--- src/rtl/pc_source_ctrl.sv ---
// PC source / exception sequencing controller: turns one instruction strobe into PC mux select and load strobes.
// Exception handling (EPC/cause save, vector fetch wait) is built only when PC_SOURCE_CTRL_EXC_EN is defined.
module pc_source_ctrl #(
   parameter int MEM_WAIT = 1
) (
   input  logic       clk,
   input  logic       reset_n,
   input  logic       instr_valid,
   input  logic [2:0] op_class,
   input  logic       alu_zero,
   input  logic       overflow,
   input  logic       opcode_invalid,
   output logic [2:0] pc_source,
   output logic       pc_write,
   output logic       epc_write,
   output logic       cause_write,
   output logic [1:0] cause,
   output logic       busy,
   output logic       done
);

   typedef enum logic [2:0] {
      IDLE,
`ifdef PC_SOURCE_CTRL_EXC_EN
      EXC_SAVE,
      EXC_WAIT,
      EXC_LOAD,
`endif
      UPDATE
   } state_t;

   state_t     state_reg, state_next;
   logic [2:0] class_reg;
   logic       zero_reg;
   logic [2:0] src_reg;
   logic [2:0] upd_src;
   logic       upd_pcw;

`ifdef PC_SOURCE_CTRL_EXC_EN
   logic [1:0] cause_reg;
   logic [3:0] cnt_reg, cnt_next;
   logic       class_bad;
   logic       exc_detect;

   assign class_bad  = (op_class[2:1] == 2'b11);
   assign exc_detect = opcode_invalid | class_bad | overflow;
`else
   logic unused_exc_inputs;
   assign unused_exc_inputs = &{1'b0, overflow, opcode_invalid};
`endif

   always_ff @(posedge clk or negedge reset_n) begin
      if (!reset_n) begin
         state_reg <= IDLE;
         class_reg <= 3'd0;
         zero_reg  <= 1'b0;
         src_reg   <= 3'd0;
`ifdef PC_SOURCE_CTRL_EXC_EN
         cause_reg <= 2'b00;
         cnt_reg   <= 4'd0;
`endif
      end else begin
         state_reg <= state_next;
         src_reg   <= pc_source;
         if (state_reg == IDLE && instr_valid) begin
            class_reg <= op_class;
            zero_reg  <= alu_zero;
`ifdef PC_SOURCE_CTRL_EXC_EN
            // invalid opcode wins over overflow when both are flagged
            cause_reg <= (opcode_invalid || class_bad) ? 2'b00 : 2'b01;
`endif
         end
`ifdef PC_SOURCE_CTRL_EXC_EN
         cnt_reg <= cnt_next;
`endif
      end
   end

   // Normal-update mux select and load decision from the latched class
   always_comb begin
      upd_src = 3'd0;
      upd_pcw = 1'b1;
      case (class_reg)
         3'b001: begin upd_src = 3'd1; upd_pcw = zero_reg;  end
         3'b010: begin upd_src = 3'd1; upd_pcw = ~zero_reg; end
         3'b011: upd_src = 3'd2;
         3'b100: upd_src = 3'd3;
`ifdef PC_SOURCE_CTRL_EXC_EN
         3'b101: upd_src = 3'd4;
`endif
         default: upd_src = 3'd0;
      endcase
   end

   always_comb begin
      state_next  = state_reg;
      pc_source   = src_reg;
      pc_write    = 1'b0;
      epc_write   = 1'b0;
      cause_write = 1'b0;
      cause       = 2'b00;
      done        = 1'b0;
`ifdef PC_SOURCE_CTRL_EXC_EN
      cnt_next    = cnt_reg;
`endif
      case (state_reg)
         IDLE: begin
            if (instr_valid) begin
`ifdef PC_SOURCE_CTRL_EXC_EN
               state_next = exc_detect ? EXC_SAVE : UPDATE;
`else
               state_next = UPDATE;
`endif
            end
         end
         UPDATE: begin
            pc_source  = upd_src;
            pc_write   = upd_pcw;
            done       = 1'b1;
            state_next = IDLE;
         end
`ifdef PC_SOURCE_CTRL_EXC_EN
         EXC_SAVE: begin
            epc_write   = 1'b1;
            cause_write = 1'b1;
            cause       = cause_reg;
            cnt_next    = 4'(MEM_WAIT);
            state_next  = EXC_WAIT;
         end
         EXC_WAIT: begin
            cnt_next = cnt_reg - 4'd1;
            if (cnt_reg <= 4'd1)
               state_next = EXC_LOAD;
         end
         EXC_LOAD: begin
            pc_source  = 3'd5;
            pc_write   = 1'b1;
            done       = 1'b1;
            state_next = IDLE;
         end
`endif
         default: state_next = IDLE;
      endcase
   end

   assign busy = (state_reg != IDLE);

endmodule

--- config.mk ---
export PLATFORM = sky130hd
export DESIGN_NAME = pc_source_ctrl
export DESIGN_NICKNAME = d
export VERILOG_FILES = /design/src/rtl/pc_source_ctrl.sv
export SDC_FILE = /design/constraint.sdc
export NUM_CORES = 1
export LEC_CHECK = 0
export ABC_AREA = 1
export BUFFER_PORTS_ARGS = -buffer_cell sky130_fd_sc_hd__buf_2
export CORE_AREA = 2 2 39 41
export DETAILED_ROUTE_END_ITERATION = 7
export DIE_AREA = 0 0 41 43
export PLACE_DENSITY_LB_ADDON = 0.05
export SKIP_LAST_GASP = 1
export SLEW_MARGIN = 20
export SYNTH_ARGS = -nofsm -noshare
export SYNTH_HDL_FRONTEND = slang
export SYNTH_SLANG_ARGS = --single-unit
--- constraint.sdc ---
create_clock -name clk -period 0.9 [get_ports clk]
set_input_delay 0 -clock clk [delete_from_list [all_inputs] [get_ports clk]]
set_output_delay 0 -clock clk [all_outputs]
set_load 0.005 [all_outputs]
==> metrics.txt, run 1 <==
All-Layer GR Usage=13.5%; Yosys top cell area share=48.8%; Worst-path clk slew=0.06 ns; most frequent cells after synthesis=dfrtp_1, nand2_1, nand3_1, nor2_1, buf_4; core area=0.00138 sq mm; vias in the first global route=349; Detailed Routing Iterations Pass 1=4; fin area=688 sq um; Clk Latency, worst-skew pair=0.26 ns; initial antenna violation count=0; worst vdd ir=0.677 mV; initial core utilization=29.7%; DIE HEIGHT=43 um; Synth Register Bits=8; num rows=14; Slew Limit Fails=0; overall die width=41 um; largest net degree at the start of global routing=9; largest cells by area after synthesis=dfrtp_1, buf_4, nand3_1, nand2_1, nor2_1; DR iter-0 viols=6; Synth async-reset ratio=100%; drt wl/cell=10.8 um; Num CTS Buffers=3; Setup CP Type=reg2out; Setup Skew=0.00296 ns; outcome=finished with violations; synthesized area per cell=8.55 sq um; crit share post-route=138%; drt total wl=1.04 mm; maximum clock rate=0.806 GHz; Pleak=0.358 nW; Antenna diodes=0; Ys Warns=0; critical path endpoint category=primary output; CP max-delay cell=dfrtp_1; Post-synth EDFFs=0; Max-Cap Viols=0; GP Congestion=0.733; Vias=421; die area=0.00176 sq mm; most common flop cell mapped by yosys=dfrtp_1; Worst Hold Class=in2async; share of cells above drive strength 1=56.3%; Syn Inst Count=48; CP Max Fanout=5; fill count=150; fin cells=96; total chip power=1.08 mW; area growth from synthesis to layout=67.7%; synthesized area=410 sq um; Final ANT Viol Nets=0; min Tclk post-route=1.24 ns; worst reg2reg startpoint=state_reg[0]$_DFFE_PN0P_; hpwl dp=577 um; I/O Buffers=12; H-tree depth=1; PwrDens=1560 mW/mm^2; CP Launch Point=class_reg[2]$_DFFE_PN0P_; most common cell in the synthesized netlist=dfrtp_1; RSZ-0062 raised after global routing=yes; final net count=91; Boundary Pins=19; Final Setup Violations=12; CTS sink count=8; slowest stage delay, CP=0.41 ns; Setup WS pre-CTS=-0.0489 ns; first-pass GRT wire length=1.48 mm; violated checks=negative setup slack; total congestion overflow=0; worst path arrival time=1.24 ns; CP Data Required Time=0.90 ns; crit start category=register; clock root buffer=clkbuf_4; DRC=0; Clock Path Buffers=2; Final Hold Viols=0; Synth cell types=14; register area share after synthesis=48.8%; Placed Instances=77; hold slack=0.114 ns; vias per cell=4.39; placed inst area=483 sq um; Synth area leader=dfrtp_1; CTS tree=done; cells along the critical path=inv_2, nand3_2, nand2_2, nand3_1, nand2_1, inv_1, buf_2; Worst Slack Setup Final=-0.340 ns
==> critical path: cells and delay by family, from the launching register on <==
kind | cells | cell delay, ns
buf+inv | 3 | 0.26
simple gates | 4 | 0.32
flops | 1 | 0.41
==> cells in the final DEF (no fill, tap or decap), types with 4 or more instances in the layout <==
cell type      instances
dfrtp_1                7
inv_1                  4
dlygate4sd3_1          5
conb_1                 4
nand2_2                5
buf_4                 11
nor2_1                 5
buf_2                 12
==> cell type report <==
| type | instances | area [sq um] | area share [%] |
|---|---|---|---|
| clock buffer | 3 | 22.5 | 3.27 |
| inverter | 7 | 26.3 | 3.82 |
| multi-input combinational | 31 | 191 | 27.8 |
| sequential | 8 | 201 | 29.3 |
| tap | 16 | 20.0 | 2.91 |
| timing repair buffer | 31 | 226 | 32.9 |
==> per-layer routing <==
metal / wire length (um) / track usage [%] / up-vias / share of wire [%]
met2: 530 / 17.5 / 17 / 51
met3: 57 / 3.14 / 2 / 5.5
met1: 435 / 17.5 / 196 / 42
met5: 0 / 0 / - / 0
li1: - / - / 206 / -
met4: 14 / 12.0 / 0 / 1.3
==> power by group <==
part	internal (mW)	switching (mW)	total [mW]
clock network	0.153	0.132	0.285
registers	0.406	0.0299	0.436
logic	0.191	0.163	0.354
==> cell families after synthesis <==
family                 after synthesis  share of synthesized area (%)
flip-flops                           8                           48.8
AO/OA/AOI/OAI                        5                           6.40
buffers and inverters               13                           18.3
AND/OR/NAND/NOR                     21                           25.6
other                                1                          0.914
==> stage by stage <==
stage | setup TNS [ns] | utilization, %
after floorplan | 0 | -
after global placement | -0.354 | 34.9
after detailed placement | -0.332 | 34.9
after CTS | -1.55 | 45.3
after global routing | -2.84 | 49.7
final | -2.24 | 49.7
==> path summary, 6_finish.rpt <==
path                                                  to  slack (ns)  depth (start not counted)
worst max-delay path                            pc_write       -0.34                          7
worst min-delay path                src_reg[1]$_DFF_PN0_        0.11                          2
worst max register to register  class_reg[2]$_DFFE_PN0P_       -0.16                          5
worst min register to register      src_reg[2]$_DFF_PN0_        0.49                          2
max in group asynchronous       state_reg[0]$_DFFE_PN0P_        0.60                          2
min in group clk                state_reg[0]$_DFFE_PN0P_        0.17                          3
==> timing repair <==
| action | CTS | global route |
|---|---|---|
| endpoints found under the setup margin | 12 | 12 |
| cloned | 1 | 0 |
| setup buffers | 5 | 5 |
| hold endpoints to repair | 12 | 0 |
| hold buffers | 5 | 0 |
| pin swaps | 3 | 6 |
| resized for setup | 6 | 9 |
Note: power is estimated with default switching activity, not from simulation.
==> run 2: changes to the inputs <==
Settings changed: ABC_AREA 1 to unset.
==> metrics.txt, run 2 <==
Pint=0.777 mW; top sig layer=met3; PwrDens=1690 mW/mm^2; largest cells by area after synthesis=dfrtp_1, mux2_4, buf_4, a21oi_1, nor2_1; Setup Skew=0.00896 ns; CP max-delay cell=dfrtp_2; crit share post-route=139%; H-tree depth=1; DR iter-0 viols=2; min Tclk post-route=1.25 ns; Clk Latency, worst-skew pair=0.26 ns; drt wl/cell=11.3 um; Clk pwr share=29.0%; most common cell after layout, fill and taps aside=buf_2; worst path arrival time=1.25 ns; CTS tree=done; total chip power=1.07 mW; Yosys top cell area share=48.0%; initial antenna violation count=0; Ys Warns=0; vias in the first global route=299; Antenna diodes=0; Switching Fraction=27.5%; first-pass GRT wire length=1.32 mm; Synth area leader=dfrtp_1; wire length on met2=431 um; core area=0.00138 sq mm; Synth Register Bits=8; largest net degree at the start of global routing=9; GP Congestion=0.634; most frequent cells in the layout=buf_2, dlygate4sd3_1, buf_6; area growth from synthesis to layout=52.6%; vias per cell=4.19; violated checks=negative setup slack; M1 WL=369 um; Final Hold Viols=0; Setup CP Type=reg2out; synthesized area=417 sq um; most common flop cell mapped by yosys=dfrtp_1; register area share after synthesis=48.0%; Clock Path Buffers=2; Synth async-reset ratio=100%; Vias=314; fill count=139; DRC=0; R2R setup slack=-0.19 ns; maximum clock rate=0.799 GHz; Final Setup Violations=12; Pleak=0.314 nW; reg2reg path depth=3; I/O Buffers=12; Post-synth EDFFs=0; CP Max Fanout=6; RSZ-0062 raised after global routing=yes; total congestion overflow=0; die area=0.00176 sq mm; cells along the critical path=and3b_1, a21oi_2, a21oi_2, buf_2; Worst Slack Setup Final=-0.351 ns; DIE HEIGHT=43 um; Detailed Routing Iterations Pass 1=2; initial core utilization=30.1%; outcome=finished with violations; met3 wire length=44 um; Worst-path clk slew=0.07 ns; crit start category=register; synthesized area per cell=12.3 sq um; hpwl dp=589 um; fin cells=75; num rows=14; Sequential Power Share=43.5%; All-Layer GR Usage=11.8%; final net count=69; switching pwr=0.295 mW; critical path's most frequent cell=a21oi_2; Setup WS pre-CTS=-0.168 ns; worst reg2reg startpoint=state_reg[0]$_DFFE_PN0P_; clock root buffer=clkbuf_4; most frequent cells after synthesis=dfrtp_1, buf_4, mux2_4, nor2_1, a21oi_1; most common cell in the synthesized netlist=dfrtp_1; worst vdd ir=0.744 mV; Syn Inst Count=34; Worst Hold Class=in2async; critical path endpoint category=primary output; Final ANT Viol Nets=0; CTS sink count=8; Comb power frac=27.5%; Boundary Pins=19; FF-to-FF End=zero_reg$_DFFE_PN0P_; CP Data Required Time=0.90 ns; slowest stage delay, CP=0.45 ns; Num CTS Buffers=3; Max-Cap Viols=0; Synth cell types=15; share of cells above drive strength 1=62.7%; Placed Instances=64; drt total wl=844 um; overall die width=41 um; Slew Limit Fails=0
-- run 2: cell families after synthesis --
group / count (synthesis) / share of synthesized area, %
AO/OA/AOI/OAI: 3 / 3.60
XOR/XNOR: 1 / 2.10
buffers and inverters: 6 / 11.7
flip-flops: 8 / 48.0
multiplexers: 5 / 16.8
other: 1 / 0.900
AND/OR/NAND/NOR: 10 / 16.8
-- run 2: power by group through the flow --
stage | sequential (mW) | clock, mW | combinational (mW)
detailed placement | 0.466 | 0 | 0.232
global route | 0.474 | 0.344 | 0.325
CTS | 0.468 | 0.320 | 0.283
finish | 0.467 | 0.311 | 0.295
floorplan | 0.457 | 0 | 0.149
global placement | 0.464 | 0 | 0.227
-- run 2: how the worst max path moves through the flow --
| stage | startpoint | endpoint | slack (ns) |
|---|---|---|---|
| global route | class_reg[0]$_DFFE_PN0P_ | pc_source[0] | -0.44 |
| global placement | state_reg[0]$_DFFE_PN0P_ | zero_reg$_DFFE_PN0P_ | -0.15 |
| CTS | class_reg[2]$_DFFE_PN0P_ | pc_source[1] | -0.39 |
| detailed placement | state_reg[0]$_DFFE_PN0P_ | class_reg[2]$_DFFE_PN0P_ | -0.17 |
| floorplan | state_reg[0]$_DFFE_PN0P_ | class_reg[0]$_DFFE_PN0P_ | -0.19 |
| finish | class_reg[2]$_DFFE_PN0P_ | pc_source[1] | -0.35 |
-- run 2: worst max-delay path: cells and delay by family, from the launching register on --
kind / cells / cell delay, ns
DFF: 1 / 0.45
and+or+nand+nor: 1 / 0.24
AOI/OAI and AO/OA: 2 / 0.18
buffers and inverters: 1 / 0.13
-- run 2: per-layer routing --
layer	track usage [%]	vias to the layer above
li1	-	158
met1	14.8	147
met2	16.9	9
met3	3.14	0
met4	8.00	0
met5	0	-
-- run 2: layout make-up --
type                       count  area (sq um)  area share [%]
clock buffer                   4          26.3            4.13
timing repair buffer          24           186            29.3
sequential                     8           205            32.3
tap                           16          20.0            3.15
multi-input combinational     23           198            31.1
-- run 2: metrics by stage --
stage	cell area (sq um)	hold WS (ns)	TNS, ns	utilization, %
after floorplan	429	-0.296	-0.809	-
after global placement	498	-0.150	-0.934	36.0
after detailed placement	498	-0.141	-1.07	36.0
after CTS	624	0.116	-2.47	45.1
after global routing	636	0.116	-2.96	45.9
final	636	0.107	-2.37	45.9
-- run 2: timing repair --
item / in CTS / in global routing
hold buffers: 5 / 0
gates resized for setup: 9 / 3
pin swaps: 2 / 2
buffers inserted: 2 / 0
hold endpoints to repair: 12 / 0
endpoints found under the setup margin: 12 / 12
==> run 3: changes to the inputs <==
--- a/config.mk
+++ b/config.mk
@@ -6,4 +6,5 @@
 export NUM_CORES = 1
 export LEC_CHECK = 0
+export ABC_AREA = 1
 export BUFFER_PORTS_ARGS = -buffer_cell sky130_fd_sc_hd__buf_2
 export CORE_AREA = 2 2 39 41
==> constraint.sdc (replaced) <==
create_clock -name clk -period 0.9 [get_ports clk]
set_input_delay 0 -clock clk [delete_from_list [all_inputs] [get_ports clk]]
set_output_delay 0 -clock clk [all_outputs]
set_load 0.1 [all_outputs]
==> metrics.txt, run 3 (synthesized netlist as in run 1, its figures left out) <==
Pleak=0.382 nW; initial antenna violation count=0; area growth from synthesis to layout=98.5%; hpwl dp=584 um; maximum clock rate=0.735 GHz; CTS tree=done; Final Setup Violations=14; DIE HEIGHT=43 um; worst path arrival time=1.36 ns; Num CTS Buffers=3; I/O Buffers=12; Setup CP Type=reg2out; FF-to-FF End=src_reg[0]$_DFF_PN0_; Max-Cap Viols=0; worst vdd ir=1.23 mV; CP top delay family=flip-flops; crit share post-route=151%; Antenna diodes=0; Clock Path Buffers=2; violated checks=negative setup slack; Setup WS pre-CTS=-0.204 ns; initial core utilization=29.7%; H-tree depth=1; slowest stage delay, CP=0.42 ns; CP Data Required Time=0.90 ns; cells along the critical path=inv_2, nand3_2, nand2_2, buf_4, nor2_2, nor2_4, buf_12; Final Hold Viols=0; Worst-path clk slew=0.06 ns; crit start category=register; WP buf/inv=3; critical path endpoint category=primary output; All-Layer GR Usage=13.1%; first-pass GRT wire length=1.48 mm; Worst Slack Setup Final=-0.460 ns; vias in the first global route=383; num rows=14; largest net degree at the start of global routing=10; GP Congestion=0.795; Final ANT Viol Nets=0; most frequent cells in the layout=buf_4, dfrtp_1, buf_2, buf_12; Detailed Routing Iterations Pass 1=2; PwrDens=1900 mW/mm^2; DR iter-0 viols=4; core area=0.00138 sq mm; CP max-delay cell=dfrtp_1; CTS sink count=8; Final Util=58.9%; DRC=0; RSZ-0062 raised after global routing=yes; vias per cell=4.10; drt wl/cell=9.36 um; outcome=finished with violations; Boundary Pins=19; final net count=92; die area=0.00176 sq mm; total congestion overflow=0; Slew Limit Fails=0; drt total wl=917 um; worst reg2reg startpoint=class_reg[0]$_DFFE_PN0P_; overall die width=41 um; Setup Skew=0.00545 ns; Worst Hold Class=in2async; CP Max Fanout=4; reg2reg path depth=7; most common cell after layout, fill and taps aside=buf_4; R2R setup slack=-0.25 ns; Vias=402; share of cells above drive strength 1=57.3%; min Tclk post-route=1.36 ns; Clk Latency, worst-skew pair=0.25 ns; clock root buffer=clkbuf_4
run 3: stage by stage:
step | TNS, ns | power, mW | instances | hold WS (ns) | instance area, sq um
2_1_floorplan | -5.08 | 0.933 | 51 | -0.296 | 473
3_3_place_gp | -0.787 | 1.14 | 79 | -0.146 | 636
3_5_place_dp | -0.838 | 1.14 | 79 | -0.152 | 636
4_1_cts | -3.19 | 1.52 | 94 | 0.0631 | 777
5_1_grt | -4.09 | 1.64 | 98 | 0.136 | 815
6_report | -3.32 | 1.55 | 98 | 0.119 | 815
run 3: per-layer routing:
| metal | routed length [um] | up-vias | track usage (%) |
|---|---|---|---|
| li1 | - | 209 | - |
| met3 | 46 | 2 | 4.71 |
| met4 | 4 | 0 | 8.00 |
| met1 | 347 | 179 | 13.9 |
| met5 | 0 | - | 0 |
| met2 | 520 | 12 | 20.6 |
run 3: where the power goes:
| group | total (mW) | switching [mW] | internal, mW |
|---|---|---|---|
| sequential | 0.451 | 0.0433 | 0.408 |
| clock | 0.297 | 0.127 | 0.170 |
| combinational | 0.798 | 0.486 | 0.312 |
run 3: final cells by class:
cell class	count	area (sq um)
multi-input combinational	31	218
sequential	8	204
clock buffer	4	26.3
timing repair buffer	32	317
inverter	7	30.0
tap	16	20.0
fill	121	569
run 3: worst max-delay path by stage:
| stage | start | end | cells after the start | slack (ns) |
|---|---|---|---|---|
| after floorplan | state_reg[0]$_DFFE_PN0P_ | src_reg[1]$_DFF_PN0_ | 3 | -0.73 |
| after detailed placement | class_reg[2]$_DFFE_PN0P_ | pc_write | 7 | -0.20 |
| final | class_reg[0]$_DFFE_PN0P_ | pc_source[0] | 7 | -0.46 |
| after CTS | class_reg[0]$_DFFE_PN0P_ | pc_source[0] | 7 | -0.45 |
| after global routing | class_reg[0]$_DFFE_PN0P_ | pc_write | 7 | -0.54 |
| after global placement | class_reg[0]$_DFFE_PN0P_ | pc_source[0] | 6 | -0.17 |
run 3: repair_timing:
action                     in CTS  in global routing
buffers inserted                6                  3
hold buffers                    5                  0
gates resized for setup         5                  1
cloned                          0                  1
setup endpoints to repair      12                 13
pin swaps                       1                  2
hold endpoints to repair       12                  0
